--- src/rtl/par8_frame_parser.sv ---
// Parses opcode/length/payload frames from a byte-strobe receiver into a message buffer,
// presents a valid/ready command and answers each frame with one acknowledge byte.
module par8_frame_parser #(
    parameter int         MAX_LEN = 55,
    parameter logic [7:0] ACK_OK  = 8'hA5,
    parameter logic [7:0] ACK_ERR = 8'hEE
) (
    input  logic       clk,
    input  logic       reset,
    input  logic [7:0] rxd_data,
    input  logic       rxd_data_ready,
    output logic       wr_en,
    output logic [5:0] wr_addr,
    output logic [7:0] wr_data,
    output logic       cmd_valid,
    output logic [7:0] cmd_opcode,
    output logic [6:0] cmd_len,
    input  logic       cmd_ready,
    output logic [7:0] txd_data,
    output logic       txd_valid,
    input  logic       tx_ready_next,
    output logic       overrun
);

    localparam logic [7:0] MAX_LEN_B = 8'(MAX_LEN);

    typedef enum logic [2:0] {
        IDLE,
        GET_LEN,
        GET_PAYLOAD,
        ISSUE,
        ACK_WAIT,
        ACK_SEND
    } state_t;

    state_t     state;
    state_t     state_nxt;
    logic [7:0] opcode_q;
    logic [7:0] len_q;
    logic [7:0] cnt_q;
    logic [7:0] txd_q;
    logic       err_q;
    logic       overrun_q;
    logic       len_err;
    logic       last_byte;
    logic       busy;

    assign len_err   = rxd_data > MAX_LEN_B;
    assign last_byte = cnt_q == (len_q - 8'd1);
    // States in which the parser cannot take a new byte.
    assign busy      = (state == ISSUE) || (state == ACK_WAIT) || (state == ACK_SEND);

    always_ff @(posedge clk or posedge reset) begin
        if (reset) begin
            state <= IDLE;
        end else begin
            state <= state_nxt;
        end
    end

    always_comb begin
        state_nxt = state;
        case (state)
            IDLE: begin
                if (rxd_data_ready) state_nxt = GET_LEN;
            end
            GET_LEN: begin
                if (rxd_data_ready) begin
                    if (rxd_data == 8'd0) state_nxt = len_err ? ACK_WAIT : ISSUE;
                    else                  state_nxt = GET_PAYLOAD;
                end
            end
            GET_PAYLOAD: begin
                if (rxd_data_ready && last_byte) state_nxt = err_q ? ACK_WAIT : ISSUE;
            end
            ISSUE: begin
                if (cmd_ready) state_nxt = ACK_WAIT;
            end
            ACK_WAIT: begin
                if (tx_ready_next) state_nxt = ACK_SEND;
            end
            ACK_SEND: begin
                state_nxt = IDLE;
            end
            default: state_nxt = IDLE;
        endcase
    end

    always_comb begin
        wr_en     = 1'b0;
        wr_addr   = 6'd0;
        wr_data   = 8'd0;
        cmd_valid = 1'b0;
        txd_valid = 1'b0;
        case (state)
            GET_PAYLOAD: begin
                // Payload bytes go straight through to the buffer in the strobe cycle.
                if (rxd_data_ready && !err_q) begin
                    wr_en   = 1'b1;
                    wr_addr = cnt_q[5:0];
                    wr_data = rxd_data;
                end
            end
            ISSUE:    cmd_valid = 1'b1;
            ACK_SEND: txd_valid = 1'b1;
            default: ;
        endcase
    end

    always_ff @(posedge clk or posedge reset) begin
        if (reset) begin
            opcode_q  <= 8'd0;
            len_q     <= 8'd0;
            cnt_q     <= 8'd0;
            err_q     <= 1'b0;
            txd_q     <= 8'd0;
            overrun_q <= 1'b0;
        end else begin
            if (state == IDLE && rxd_data_ready) opcode_q <= rxd_data;
            if (state == GET_LEN && rxd_data_ready) begin
                len_q <= rxd_data;
                cnt_q <= 8'd0;
                err_q <= len_err;
            end
            if (state == GET_PAYLOAD && rxd_data_ready) cnt_q <= cnt_q + 8'd1;
            if (state == ACK_WAIT && tx_ready_next) txd_q <= err_q ? ACK_ERR : ACK_OK;
            if (busy && rxd_data_ready) overrun_q <= 1'b1;
        end
    end

    assign cmd_opcode = opcode_q;
    assign cmd_len    = len_q[6:0];
    assign txd_data   = txd_q;
    assign overrun    = overrun_q;

endmodule

--- config.mk ---
export PLATFORM = sky130hd
export DESIGN_NAME = par8_frame_parser
export DESIGN_NICKNAME = d
export VERILOG_FILES = /design/src/rtl/par8_frame_parser.sv
export SDC_FILE = /design/constraint.sdc
export NUM_CORES = 1
export LEC_CHECK = 0
export BUFFER_PORTS_ARGS = -buffer_cell sky130_fd_sc_hd__buf_2
export CAP_MARGIN = 30
export CORE_MARGIN = 5
export CORE_UTILIZATION = 50
export CTS_CLUSTER_SIZE = 24
export DETAILED_ROUTE_END_ITERATION = 8
export GPL_TIMING_DRIVEN = 1
export PLACE_DENSITY = 0.77
export SYNTH_ARGS = -nofsm -noshare
export SYNTH_HDL_FRONTEND = slang
export SYNTH_SLANG_ARGS = --single-unit
export TNS_END_PERCENT = 30
--- constraint.sdc ---
create_clock -name clk -period 2.3 [get_ports clk]
set_input_delay 0.115 -clock clk [delete_from_list [all_inputs] [get_ports clk]]
set_output_delay 0.115 -clock clk [all_outputs]
set_load 0.02 [all_outputs]
# ---- After elaboration in Yosys (flattened, before gate mapping)
# Index checks and enable logic that the tools add are counted.
# Widths: inputs -> output; s select.
dict set report totals {
  latch_bits 0
  ram_bits 0
  reg_bits 37
  elab_cells 55
  mem_count 0
  output_inout_bits 41
  rom_bits 0
  inputBits 13
}
dict set report classes {
  eq_ne 11
  add_sub_neg 2
  order_cmp 1
  bitwise_logic 0
  n_reduce_logical 14
  div 0
  multipliers 0
  n_shift 0
  mux 20
}
# operator count
set ops {}
lappend ops {{$mux 8} 4}
lappend ops {{$mux 3} 8}
lappend ops {{$pmux 3 s5} 1}
lappend ops {{$mux 6} 2}
lappend ops {{$ne 2x2->1 const B} 5}
lappend ops {{$add 8x1->8 const B} 1}
lappend ops {{$eq 8x8->1} 1}
lappend ops {{$gt 8x6->1 const B} 1}
lappend ops {{$logic_not 8->1} 1}
lappend ops {{$sub 8x1->8 const B} 1}
lappend ops {{$logic_and 1x1->1} 7}
lappend ops {{$mux 7} 1}
lappend ops {{$eq 3x2->1 const B} 2}
lappend ops {{$eq 3x3->1 const B} 2}
lappend ops {{$reduce_and 5->1} 1}
lappend ops {{$mux 1} 4}
lappend ops {{$eq 3x1->1 const B} 1}
lappend ops {{$logic_not 3->1} 1}
lappend ops {{$logic_or 1x1->1} 2}
lappend ops {{$reduce_bool 2->1} 1}
lappend ops {{$logic_not 1->1} 1}

# ---- Depth between registers and ports, before layout
# Gate-level depths: netlist (run 1).
dict set report depth {
  depth_word 5
  ltp_mapped 7
  depth_no_buf 7
}

# ---- Least setup slack after synthesis (run 1)
# No wires, ideal clock.
dict set report synth_path {
  path_type {register to register}
  startpoint {register len_q[0]}
  endpoint {register state[1]}
  setup_time_ns 0.124
  t_required_ns 2.176
  path_buffers 0
  path_stages_with_launch 8
  arrival_time_ns 1.753
  path_slack_ns 0.424
  synth_period_minus_slack_ns 1.876
  cell_sequence {dfrtp_1 -> inv_1 -> ha_1 -> nand2b_1 -> a21oi_1 -> a311o_1 -> a211o_1 -> a211o_1}
}
dict set report synth_via {
  elab_chain_cells 5
}
# element line
set synth_lines {}
lappend synth_lines {{from (decl)} 39} ;# logic [7:0] len_q;
lappend synth_lines {{from (signal assigned)} 121} ;# len_q <= rxd_data;
lappend synth_lines {{$sub 8x1->8} 49} ;# assign last_byte = cnt_q == (len_q - 8'd1);
lappend synth_lines {{$eq 8x8->1} 49}
lappend synth_lines {{$logic_and 1x1->1} 74} ;# if (rxd_data_ready && last_byte) state_nxt = err_q ? ACK_WAIT : ISSUE;
lappend synth_lines {{$ne 2x2->1 (no line)} -}
lappend synth_lines {{$reduce_and 5->1 (no line)} -}
lappend synth_lines {{to (signal assigned)} 57} ;# state <= state_nxt;
lappend synth_lines {{to (decl)} 36} ;# state_t state;
# Every way passes these cells.
# A chain may end at the register's enable or synchronous reset.

# ---- Worst setup path in the final report (run 1)
dict set report layout_path {
  startpoint {register state[0]}
  endpoint {output wr_data[0]}
}
dict set report layout_via {
  elab_chain_cells 2
}
# element line
set layout_lines {}
lappend layout_lines {{$eq 3x2->1} 95} ;# case (state)
lappend layout_lines {{$mux 8} 95}
lappend layout_lines {{to (decl)} 14} ;# output logic [7:0] wr_data,
# Every way passes these cells.

==> impl_results.md, run 1 <==
* Crit Path Max Fanout at 11
* Worst-margin pin slew at a little over 0.6 ns
* Number of flip-flops and latches in the synthesized netlist at 32
* Clock-pin slew on the worst setup and hold paths at roughly 0.070 ns
* Hold-critical path depth at 3
* Critical Path Start Type: register
* Number of global-route vias before repair at 1540
* Setup slack of the worst register-to-register path at 0.25 ns
* Total GRT Usage at 18.3%
* Total number of vias at 1594
* Root Driver: sky130_fd_sc_hd__clkbuf_8
* Worst ir drop on vdd at 0.708 mV
* Max-slew headroom at 59.3%
* Remaining design rule violation count at 0
* Fraction of final layout cells sized beyond drive strength 1 at 30.7%
* Most common cell after layout, fill and taps aside: sky130_fd_sc_hd__buf_2
* Final clock skew at 0.00445 ns
* Met3 layer usage reported by global route at under 10%
* Cell total after placement at 290
* Critical path endpoint category: output port
* Detailed Route Iter0 Violations at 161
* EDFF count, synth at 0
* Total number of nets in the final design at 265
* Number of standard cells in the final layout excluding fillers at 299
* Asr flop ratio synth at 100%
* Initial core utilization at 51.3%
* # Post-CTS Setup Buffers at 0
* Startpoint of the most critical register-to-register path: len_q[0]
* CTS tree: yes
* FMAX at 474 MHz
* Sequential fraction of the synthesis area at a little over two fifths
* Synthesized area divided by synthesized cell count at 9.13 µm²
* Grt total ovfl at 0
* Fraction of the cycle the final worst path needs at just over 90%
* Filler Cell Count at 335
* Design area at 2190 µm²
* Core region area at 3630 µm²
* Number of hold buffers added after CTS at 1
* Crit path to: wr_data[0]
* Post-DR wirelength/cell at 14.8 µm
* Worst hold path type: input port to register
* Library cells used by synthesis at 43
* Leakage power total at 1.10 nW
* Placed inst area at approximately 2100 µm²
* Row count at 22
* Data arrival time of the worst path at just under 2 ns
* Worst r2r path cells at 7
* Cell area after synthesis at approximately 1900 µm²
* # setup viols final at 0
* Primary FF master, synth: sky130_fd_sc_hd__dfrtp_1
* Global-route wire length before repair at 7450 µm
* Die outline width at between 70 and 80 µm
* # H-tree levels at 2
* Final Hold Viols at 0
* Worst hold slack across all endpoints at 0.0763 ns
* Post-DR vias/cell at between 5 and 6
* Power per cell area at around 1200 nW/µm²
* Global routing usage on met1 at 24.6%
* Synthesis Warnings at 0
* RSZ-0062 raised after global routing: false
* Number of violations of the max-capacitance limit at 0
* Sinks on Clock Net at 32
* Most congested layer reported by global routing: met2
* Half-perimeter wire length after detailed placement at 3320 µm
* Syn-to-layout area delta at 17.7%
* Largest net degree at the start of global routing at 33
* Max Root-Sink Buffers at 2
* Synthesized Nets at 219
* Source-to-sink clock delay at the later pin of the worst-skew pair at 0.28 ns
* Post-route worst setup slack at approximately 0.19 ns
* Antenna violations before repair at 0
* Clock period minus final worst setup slack at 2.11 ns
* Capture instance of the worst register-to-register path: state[1]
* Number of clock buffers inserted by TritonCTS at 5
* Ordered cell list for the critical path: nand2b_1 > or2_2 > nor2_1 > buf_4 > and2_1 > buf_2
* DRT antenna net count at 0
* Count of cells resized by post-cts repair at 0
* First-pass iteration count of the detailed router at 4
* Routed WL at 4440 µm
* Met2 usage at 28.7%
* DIE HEIGHT at about 71 µm
* Instance count of the mapped netlist at slightly above 200
* Slowest-stage cell, CP: sky130_fd_sc_hd__dfrtp_1
* Port Buffers at between 50 and 60
* Number of primary I/O pins at 54
* Highest-count cells in the layout ignoring fill and taps: 52 x sky130_fd_sc_hd__buf_2, 32 x sky130_fd_sc_hd__dfrtp_1, 28 x sky130_fd_sc_hd__nand2_1
* Total inserted antenna cells at 0
* Critical Setup Path Class: register to output port
* Status: finished, final reports clean
* Slew Viols, Final at 0
* Die Outline Area at 5050 µm²
* Worst slack at placement at 0.290 ns
* Required time worst endpoint at around 2.2 ns
* Final weighted congestion of routability-driven global placement at 0.870
* Setup TNS at 0 ns
* Critical path startpoint: state[0]
* Slowest Stage Delay on Critical Path at 0.50 ns
registers in the layout, summed over array words and instances (netlist names):
signal,count
cnt_q,8
state,3
cmd_opcode,8
txd_data,3
overrun,1
len_q,8
err_q,1
logic make-up after synthesis:
group	share of synthesized area, %
XOR/XNOR	5.64
AND/OR/NAND/NOR	24.1
buffers and inverters	7.99
AO/OA/AOI/OAI	11.8
other	0.201
adder cells (fa/ha/maj)	1.34
flip-flops	43.0
multiplexers	5.98
worst max-delay path, delay by kind of cell, from the launching register on:
kind                   cells  cell delay [ns]
buffers and inverters      2             0.33
flip-flops                 1             0.50
AND/OR/NAND/NOR            4             0.88
per-layer routing:
layer | share of wire, % | wire length (µm) | vias to the layer above
li1 | - | - | 787
met1 | 44 | 1970 | 749
met2 | 48 | 2120 | 54
met3 | 6.8 | 300 | 4
met4 | 1.0 | 46 | 0
met5 | 0 | 0 | -
per-stage QoR:
stage | power [W] | utilization [%]
finish | 0.00268 | 60.4
global route | 0.00289 | 60.4
CTS | 0.00270 | 60.4
detailed placement | 0.00225 | 57.5
global placement | 0.00221 | 57.5
floorplan | 0.00195 | -
cell type report:
type	instances	area, µm²	area share (%)
Clock inverter	2	10.0	0.456
Tap cell	48	60.1	2.74
Sequential cell	32	801	36.5
Inverter	5	18.8	0.856
Timing Repair Buffer	58	308	14.0
Multi-Input combinational cell	148	913	41.6
Clock buffer	6	82.6	3.76
report_power, final:
group / total [W] / leakage (nW) / internal, W / switching [W]
registers: 0.00102 / 0.402 / 0.000766 / 0.000249
clock network: 0.000444 / 0.0510 / 0.000238 / 0.000206
logic: 0.00122 / 0.648 / 0.000514 / 0.000710
synthesized netlist by cell type (2+ instances only):
library cell,count,area share [%]
sky130_fd_sc_hd__a211o_1,2,0.94
sky130_fd_sc_hd__a21oi_1,4,1.1
sky130_fd_sc_hd__a22oi_1,2,0.81
sky130_fd_sc_hd__a31oi_1,2,0.67
sky130_fd_sc_hd__and2_1,15,5.0
sky130_fd_sc_hd__buf_2,2,0.54
sky130_fd_sc_hd__buf_4,12,4.8
sky130_fd_sc_hd__clkbuf_1,2,0.40
sky130_fd_sc_hd__dfrtp_1,32,43
sky130_fd_sc_hd__ha_1,2,1.3
sky130_fd_sc_hd__inv_1,5,1.0
sky130_fd_sc_hd__mux2_2,9,5.4
sky130_fd_sc_hd__nand2_1,28,5.6
sky130_fd_sc_hd__nand2b_1,6,2.0
sky130_fd_sc_hd__nand3_1,7,1.9
sky130_fd_sc_hd__nand4_1,4,1.3
sky130_fd_sc_hd__nor2_1,11,2.2
sky130_fd_sc_hd__nor3_1,7,1.9
sky130_fd_sc_hd__nor4_1,3,1.0
sky130_fd_sc_hd__o21ai_0,12,3.2
sky130_fd_sc_hd__o22ai_1,2,0.67
sky130_fd_sc_hd__o31ai_1,3,1.2
sky130_fd_sc_hd__or2_2,2,0.67
sky130_fd_sc_hd__xnor2_1,4,1.9
sky130_fd_sc_hd__xor2_1,8,3.8
worst min path at each step:
stage,start,endpoint
6_report,rxd_data[7],len_q[7]
5_1_grt,rxd_data[6],len_q[6]
4_1_cts,rxd_data[7],len_q[7]
3_5_place_dp,reset,cmd_opcode[3]
3_3_place_gp,reset,cmd_opcode[3]
2_1_floorplan,rxd_data[2],len_q[2]
No activity file was read; power rests on OpenSTA's default activity.
==> run 2, diff against run 1 <==
Settings changed: CORE_MARGIN 5 to 3, CORE_UTILIZATION 50 to 46, PLACE_DENSITY 0.77 to 0.75.
Clock period 2.3 ns to 1.8 ns, I/O delays scaled along.
==> run 2 against run 1 <==
  * The run now ends with setup timing left
  * Critical path depth up 1
  * Clock skew shrank 0.0023 ns
  * First-iteration DRC count down 37%
  * Sequential power rose by 24%
  * Flip-flop and latch count unchanged
  * Hold slack got worse by 0.026 ns
  * Count of clock-buffer cells in the layout unchanged
  * Power rose by 43%
  * Setup slack lost 0.20 ns
  * Utilization increased by 3.7 points
==> impl_results.md, run 2 (synthesis results as in run 1) <==
* Final Hold Viols at 0 (unchanged)
* Most common cell after layout, fill and taps aside: sky130_fd_sc_hd__buf_2
* Remaining design rule violation count at 0 (unchanged)
* Row count at 22 (unchanged)
* Total inserted antenna cells at 0 (unchanged)
* Cell total after placement at 302 (+4.1%)
* Grt total ovfl at 0 (unchanged)
* Critical path endpoint category: register
* Post-DR wirelength/cell at 14.7 µm (-0.81%)
* FMAX at 551 MHz
* Setup slack of the worst register-to-register path at -0.01 ns (-0.26 ns)
* Critical path startpoint: len_q[0]
* Ordered cell list for the critical path: inv_2 > ha_4 > nand2b_4 > a21oi_2 > a311o_1 > a211o_1 > a211o_1
* Die Outline Area at 4850 µm² (-3.9%)
* Critical Setup Path Class: register to register
* Worst ir drop on vdd at 0.807 mV (+14%)
* RSZ-0062 raised after global routing: true
* Clock-pin slew on the worst setup and hold paths at 0.07 ns (about the same)
* CTS tree: yes
* Total number of vias at 1656 (+3.9%)
* Final clock skew at 0.00218 ns (-0.00227 ns)
* Post-route worst setup slack at -0.0135 ns (-0.205 ns)
* Filler Cell Count at 316 (-5.7%)
* # setup viols final at 1 (+1)
* Die outline width at 69.6 µm (-2.0%)
* Leakage power total at 1.19 nW (+8.2%)
* Capture instance of the worst register-to-register path: state[1]
* Startpoint of the most critical register-to-register path: len_q[0]
* Number of primary I/O pins at 54 (unchanged)
* Slew Viols, Final at 0 (unchanged)
* Number of standard cells in the final layout excluding fillers at 314 (+5.0%)
* Fraction of final layout cells sized beyond drive strength 1 at 39.8% (+9.2 points)
* Number of clock buffers inserted by TritonCTS at 5 (unchanged)
* Routed WL at 4620 µm (+4.2%)
* Data arrival time of the worst path at 1.99 ns (about the same)
* Total number of nets in the final design at 280 (+5.7%)
* Worst-case hold path end point: len_q[2]
* Worst r2r path cells at 7 (unchanged)
* Required time worst endpoint at 1.98 ns (-0.20 ns)
* Final weighted congestion of routability-driven global placement at 0.872 (+0.23%)
* Number of global-route vias before repair at 1552 (+0.78%)
* Source-to-sink clock delay at the later pin of the worst-skew pair at 0.29 ns (about the same)
* Power per cell area at 1580 nW/µm² (+29%)
* Sinks on Clock Net at 32 (unchanged)
* Slowest Stage Delay on Critical Path at 0.39 ns (-0.11 ns)
* Root Driver: sky130_fd_sc_hd__clkbuf_8
* Largest net degree at the start of global routing at 33 (unchanged)
* Hold-critical path depth at 3 (unchanged)
* Fraction of the cycle the final worst path needs at 101%
* Max Root-Sink Buffers at 2 (unchanged)
* First-pass iteration count of the detailed router at 4 (unchanged)
* Half-perimeter wire length after detailed placement at 3310 µm (-0.27%)
* Core region area at 3770 µm² (+3.8%)
* Post-DR vias/cell at 5.27 (-1.1%)
* Crit Path Max Fanout at 5 (-6)
* Port Buffers at 52 (unchanged)
* Worst hold path type: input port to register
* Slowest-stage cell, CP: sky130_fd_sc_hd__dfrtp_1
* Antenna violations before repair at 0 (unchanged)
* DIE HEIGHT at 69.6 µm (-2.0%)
* Share of the core filled with cells in the final layout at 64.1% (+3.7 points)
* DRT antenna net count at 0 (unchanged)
* Highest-count cells in the layout ignoring fill and taps: 44 x sky130_fd_sc_hd__buf_2, 32 x sky130_fd_sc_hd__dfrtp_1, 28 x sky130_fd_sc_hd__nand2_1
* Critical Path Start Type: register
* # H-tree levels at 2 (unchanged)
* Hold path start: rxd_data[2]
* Global-route wire length before repair at 7440 µm (-0.19%)
* Number of violations of the max-capacitance limit at 0 (unchanged)
* Failing checks: setup timing
* Clock period minus final worst setup slack at 1.81 ns
* Syn-to-layout area delta at 29.8%
* Cell occurring most often along the worst timing path: sky130_fd_sc_hd__a211o_1
* Total GRT Usage at 19.2% (+0.91 points)
* Status: complete, but fails checks
* Detailed Route Iter0 Violations at 101 (-37%)
* Initial core utilization at 49.4% (-1.9 points)
==> run 2: cell types whose count changed in the layout (fill, tap and decap cells not counted), sizes merged <==
cell,previous run,this run
buf,57,72
==> run 2: cell type report <==
type                            count  area [µm²]  area share, %
Tap cell                           48        60.1           2.48
Clock inverter                      2        10.0          0.414
Timing Repair Buffer               73         452           18.7
Clock buffer                        6        82.6           3.42
Inverter                            5        18.8          0.776
Sequential cell                    32         801           33.1
Multi-Input combinational cell    148         993           41.1
==> run 2: per-layer routing <==
layer | global-route usage [%] | share of wire (%) | up-vias
li1 | - | - | 815
met1 | 26.1 | 47 | 774
met2 | 29.8 | 46 | 60
met3 | 5.22 | 6.3 | 7
met4 | 6.38 | 1.5 | 0
met5 | 0 | 0 | -
==> run 2: critical path: cells and delay by family (launching register included) <==
| family | cells | cell delay, ns |
|---|---|---|
| AO/OA/AOI/OAI | 4 | 0.94 |
| adder cells (fa/ha/maj) | 1 | 0.15 |
| buffers and inverters | 1 | 0.09 |
| flip-flops | 1 | 0.39 |
| AND/OR/NAND/NOR | 1 | 0.13 |
==> run 2: worst max path at each step <==
stage / end / cells past startpoint
2_1_floorplan: state[1] / 7
3_3_place_gp: state[1] / 7
3_5_place_dp: state[1] / 5
4_1_cts: wr_data[4] / 6
5_1_grt: state[1] / 7
6_report: state[1] / 7
==> run 2: power breakdown <==
group	switching [W]	internal, W	total, W
combinational	0.00108	0.000910	0.00199
clock	0.000272	0.000305	0.000577
sequential	0.000282	0.000980	0.00126
total	0.00163	0.00219	0.00382
==> run 2: per-stage QoR <==
step | power (W) | TNS [ns] | area [µm²] | hold slack [ns] | setup slack [ns]
6_report | 0.00382 | -0.0135 | 2420 | 0.0502 | -0.0135
5_1_grt | 0.00410 | -0.369 | 2420 | 0.0512 | -0.0682
4_1_cts | 0.00367 | 0 | 2310 | 0.0407 | 0.00901
3_5_place_dp | 0.00305 | -0.0336 | 2190 | 0.199 | -0.0336
3_3_place_gp | 0.00300 | 0 | 2190 | 0.192 | 0.0337
2_1_floorplan | 0.00253 | 0 | 1880 | 0.195 | 0.00556
==> run 2: repair_timing <==
item,in CTS,in global routing
hold buffers,1,0
pin swaps,0,5
resized for setup,5,20
endpoints found under the setup margin,16,17
cloned,0,0
hold endpoints to repair,32,0
setup buffers,0,3
==> run 3, diff against run 2 <==
Settings changed: REMOVE_ABC_BUFFERS set to 1, SLEW_MARGIN set to 5.
==> run 3 against run 2 <==
  * The run now ends clean
  * Sequential share of layout area down 0.30 points
  * Hold slack got worse by 0.0071 ns
  * Clock power up 19%
  * Design area rose by 1.1%
  * Fmax rose by 3.9%
  * Critical path depth shrank 1
  * Wire length rose by 1.2%
  * Cell count grew 0.32%
  * Sequential power about the same
  * Power increased by 3.9%
  * First-iteration DRC count is 17% higher
  * Critical path type unchanged
  * Largest cell class unchanged
==> impl_results.md, run 3 (synthesis results as in run 1) <==
* Status: finished, final reports clean
* Max Root-Sink Buffers at 2 (unchanged)
* Worst hold slack across all endpoints at 0.0430 ns (-0.00711 ns)
* FMAX at 573 MHz (+3.9%)
* Port Buffers at 52 (unchanged)
* Antenna violations before repair at 0 (unchanged)
* Post-DR wirelength/cell at 14.9 µm (+0.89%)
* Total GRT Usage at 20.2% (+1.0 points)
* RSZ-0062 raised after global routing: true
* Grt total ovfl at 0 (unchanged)
* Total number of vias at 1684 (+1.7%)
* Number of primary I/O pins at 54 (unchanged)
* Worst hold path type: input port to register
* Switch share at 41.5% (-1.1 points)
* Ordered cell list for the critical path: inv_2 > ha_4 > nand2b_4 > a311o_1 > a211o_1 > a211o_1
* Number of global-route vias before repair at 1661 (+7.0%)
* Setup slack of the worst register-to-register path at 0.05 ns (+0.07 ns)
* Internal Dissipation at 0.00232 W (+5.9%)
* Fraction of power consumed by sequential logic at 32.2% (-0.8 points)
* Critical Setup Path Class: register to register
* Total number of nets in the final design at 281 (+0.36%)
* Portion of total power attributed to the clock network at 17.2% (+2.1 points)
* # H-tree levels at 2 (unchanged)
* Required time worst endpoint at 1.98 ns (about the same)
* Switching power of the nets at 0.00165 W (+1.2%)
* Initial core utilization at 49.4% (unchanged)
* Post-DR vias/cell at 5.35 (+1.4%)
* Cell occurring most often along the worst timing path: sky130_fd_sc_hd__a211o_1
* Row count at 22 (unchanged)
* Number of violations of the max-capacitance limit at 0 (unchanged)
* Fraction of the cycle the final worst path needs at 97.0% (-3.8 points)
* Source-to-sink clock delay at the later pin of the worst-skew pair at 0.29 ns (about the same)
* Final clock skew at 0.00825 ns (+0.00606 ns)
* Largest net degree at the start of global routing at 33 (unchanged)
* DIE HEIGHT at 69.6 µm (unchanged)
* Fraction of final layout cells sized beyond drive strength 1 at 40.1% (+0.23 points)
* Relative contribution of combinational cells to total power at 50.5% (-1.4 points)
* Leakage power total at 1.20 nW (+0.48%)
* Final Hold Viols at 0 (unchanged)
* Share of the core filled with cells in the final layout at 64.8% (+0.70 points)
* Critical path endpoint category: register
* Root Driver: sky130_fd_sc_hd__clkbuf_8
* Final weighted congestion of routability-driven global placement at 0.868 (-0.50%)
* # setup viols final at 0 (-1)
* Syn-to-layout area delta at 31.2%
* Clock-pin slew on the worst setup and hold paths at 0.07 ns (about the same)
* Slowest-stage cell, CP: sky130_fd_sc_hd__dfrtp_1
* Half-perimeter wire length after detailed placement at 3400 µm (+2.6%)
* Setup TNS at 0 ns (+0.0135 ns)
* Remaining design rule violation count at 0 (unchanged)
* Clock period minus final worst setup slack at 1.75 ns (-0.0677 ns)
* DRT antenna net count at 0 (unchanged)
* Most common cell after layout, fill and taps aside: sky130_fd_sc_hd__buf_2
* CTS tree: yes
* Placed inst area at 2200 µm² (+0.11%)
* Total inserted antenna cells at 0 (unchanged)
* Crit Path Max Fanout at 5 (unchanged)
* Number of clock buffers inserted by TritonCTS at 5 (unchanged)
* First-pass iteration count of the detailed router at 4 (unchanged)
* Global-route wire length before repair at 7930 µm (+6.6%)
* Die Outline Area at 4850 µm² (unchanged)
* Highest-count cells in the layout ignoring fill and taps: 43 x sky130_fd_sc_hd__buf_2, 31 x sky130_fd_sc_hd__dfrtp_1, 29 x sky130_fd_sc_hd__buf_4
* Data arrival time of the worst path at 1.93 ns (-0.06 ns)
* Core region area at 3770 µm² (unchanged)
* Design area at 2440 µm² (+1.1%)
* Routed WL at 4680 µm (+1.2%)
* Detailed Route Iter0 Violations at 118 (+17%)
* Slew Viols, Final at 0 (unchanged)
* Critical Path Start Type: register
* Power per cell area at 1630 nW/µm² (+2.8%)
* Die outline width at 69.6 µm (unchanged)
* Sinks on Clock Net at 32 (unchanged)
* Slowest Stage Delay on Critical Path at 0.36 ns (-0.03 ns)
* Worst ir drop on vdd at 0.876 mV (+8.5%)
==> run 3: critical path, delay by kind of cell (launching register included) <==
kind | cells | cell delay [ns]
compound gates | 3 | 0.91
flops | 1 | 0.36
fa+ha+maj | 1 | 0.17
simple gates | 1 | 0.14
buf+inv | 1 | 0.06
==> run 3: cell type report <==
| class | count | area (µm²) |
|---|---|---|
| Clock inverter | 3 | 42.5 |
| Tap cell | 48 | 60.1 |
| Clock buffer | 5 | 68.8 |
| Fill cell | 325 | 1330 |
| Inverter | 5 | 18.8 |
| Sequential cell | 32 | 802 |
| Timing Repair Buffer | 74 | 454 |
| Multi-Input combinational cell | 148 | 997 |
==> run 3: routing by layer <==
layer	vias up	wire length [µm]	track usage, %
li1	821	-	-
met1	798	1990	26.6
met2	58	2300	33.4
met3	7	327	5.07
met4	0	65	5.11
met5	-	0	0
==> run 3: final timing paths <==
kind                                   from          end  cells past startpoint
worst max register to register     len_q[1]     state[1]                      6
worst min register to register      overrun      overrun                      1
worst min-delay path            rxd_data[6]     len_q[6]                      3
min in group asynchronous             reset  txd_data[6]                      4
worst max-delay path               len_q[1]     state[1]                      6
max in group asynchronous             reset     len_q[2]                      4
==> run 3: power groups by stage <==
stage | clock network (W) | logic, W | registers, W
2_1_floorplan | 0 | 0.000863 | 0.00148
3_3_place_gp | 0 | 0.00176 | 0.00123
3_5_place_dp | 0 | 0.00180 | 0.00125
4_1_cts | 0.000703 | 0.00191 | 0.00126
5_1_grt | 0.000735 | 0.00219 | 0.00133
6_report | 0.000685 | 0.00201 | 0.00128
==> run 3: stage by stage <==
stage / setup WS, ns / instances / power [W]
after global routing: -0.0276 / 315 / 0.00425
after detailed placement: -0.0834 / 304 / 0.00305
after floorplan: -0.186 / 185 / 0.00235
after CTS: -0.0146 / 314 / 0.00387
after global placement: -0.0104 / 304 / 0.00299
final: 0.0541 / 315 / 0.00397
==> run 3: what timing repair did <==
item                       CTS  global route
hold buffers                 1             0
pin swaps                    5             4
setup endpoints to repair   16            16
buffers inserted             1             1
resized for setup            9            19
hold endpoints to repair    32             0
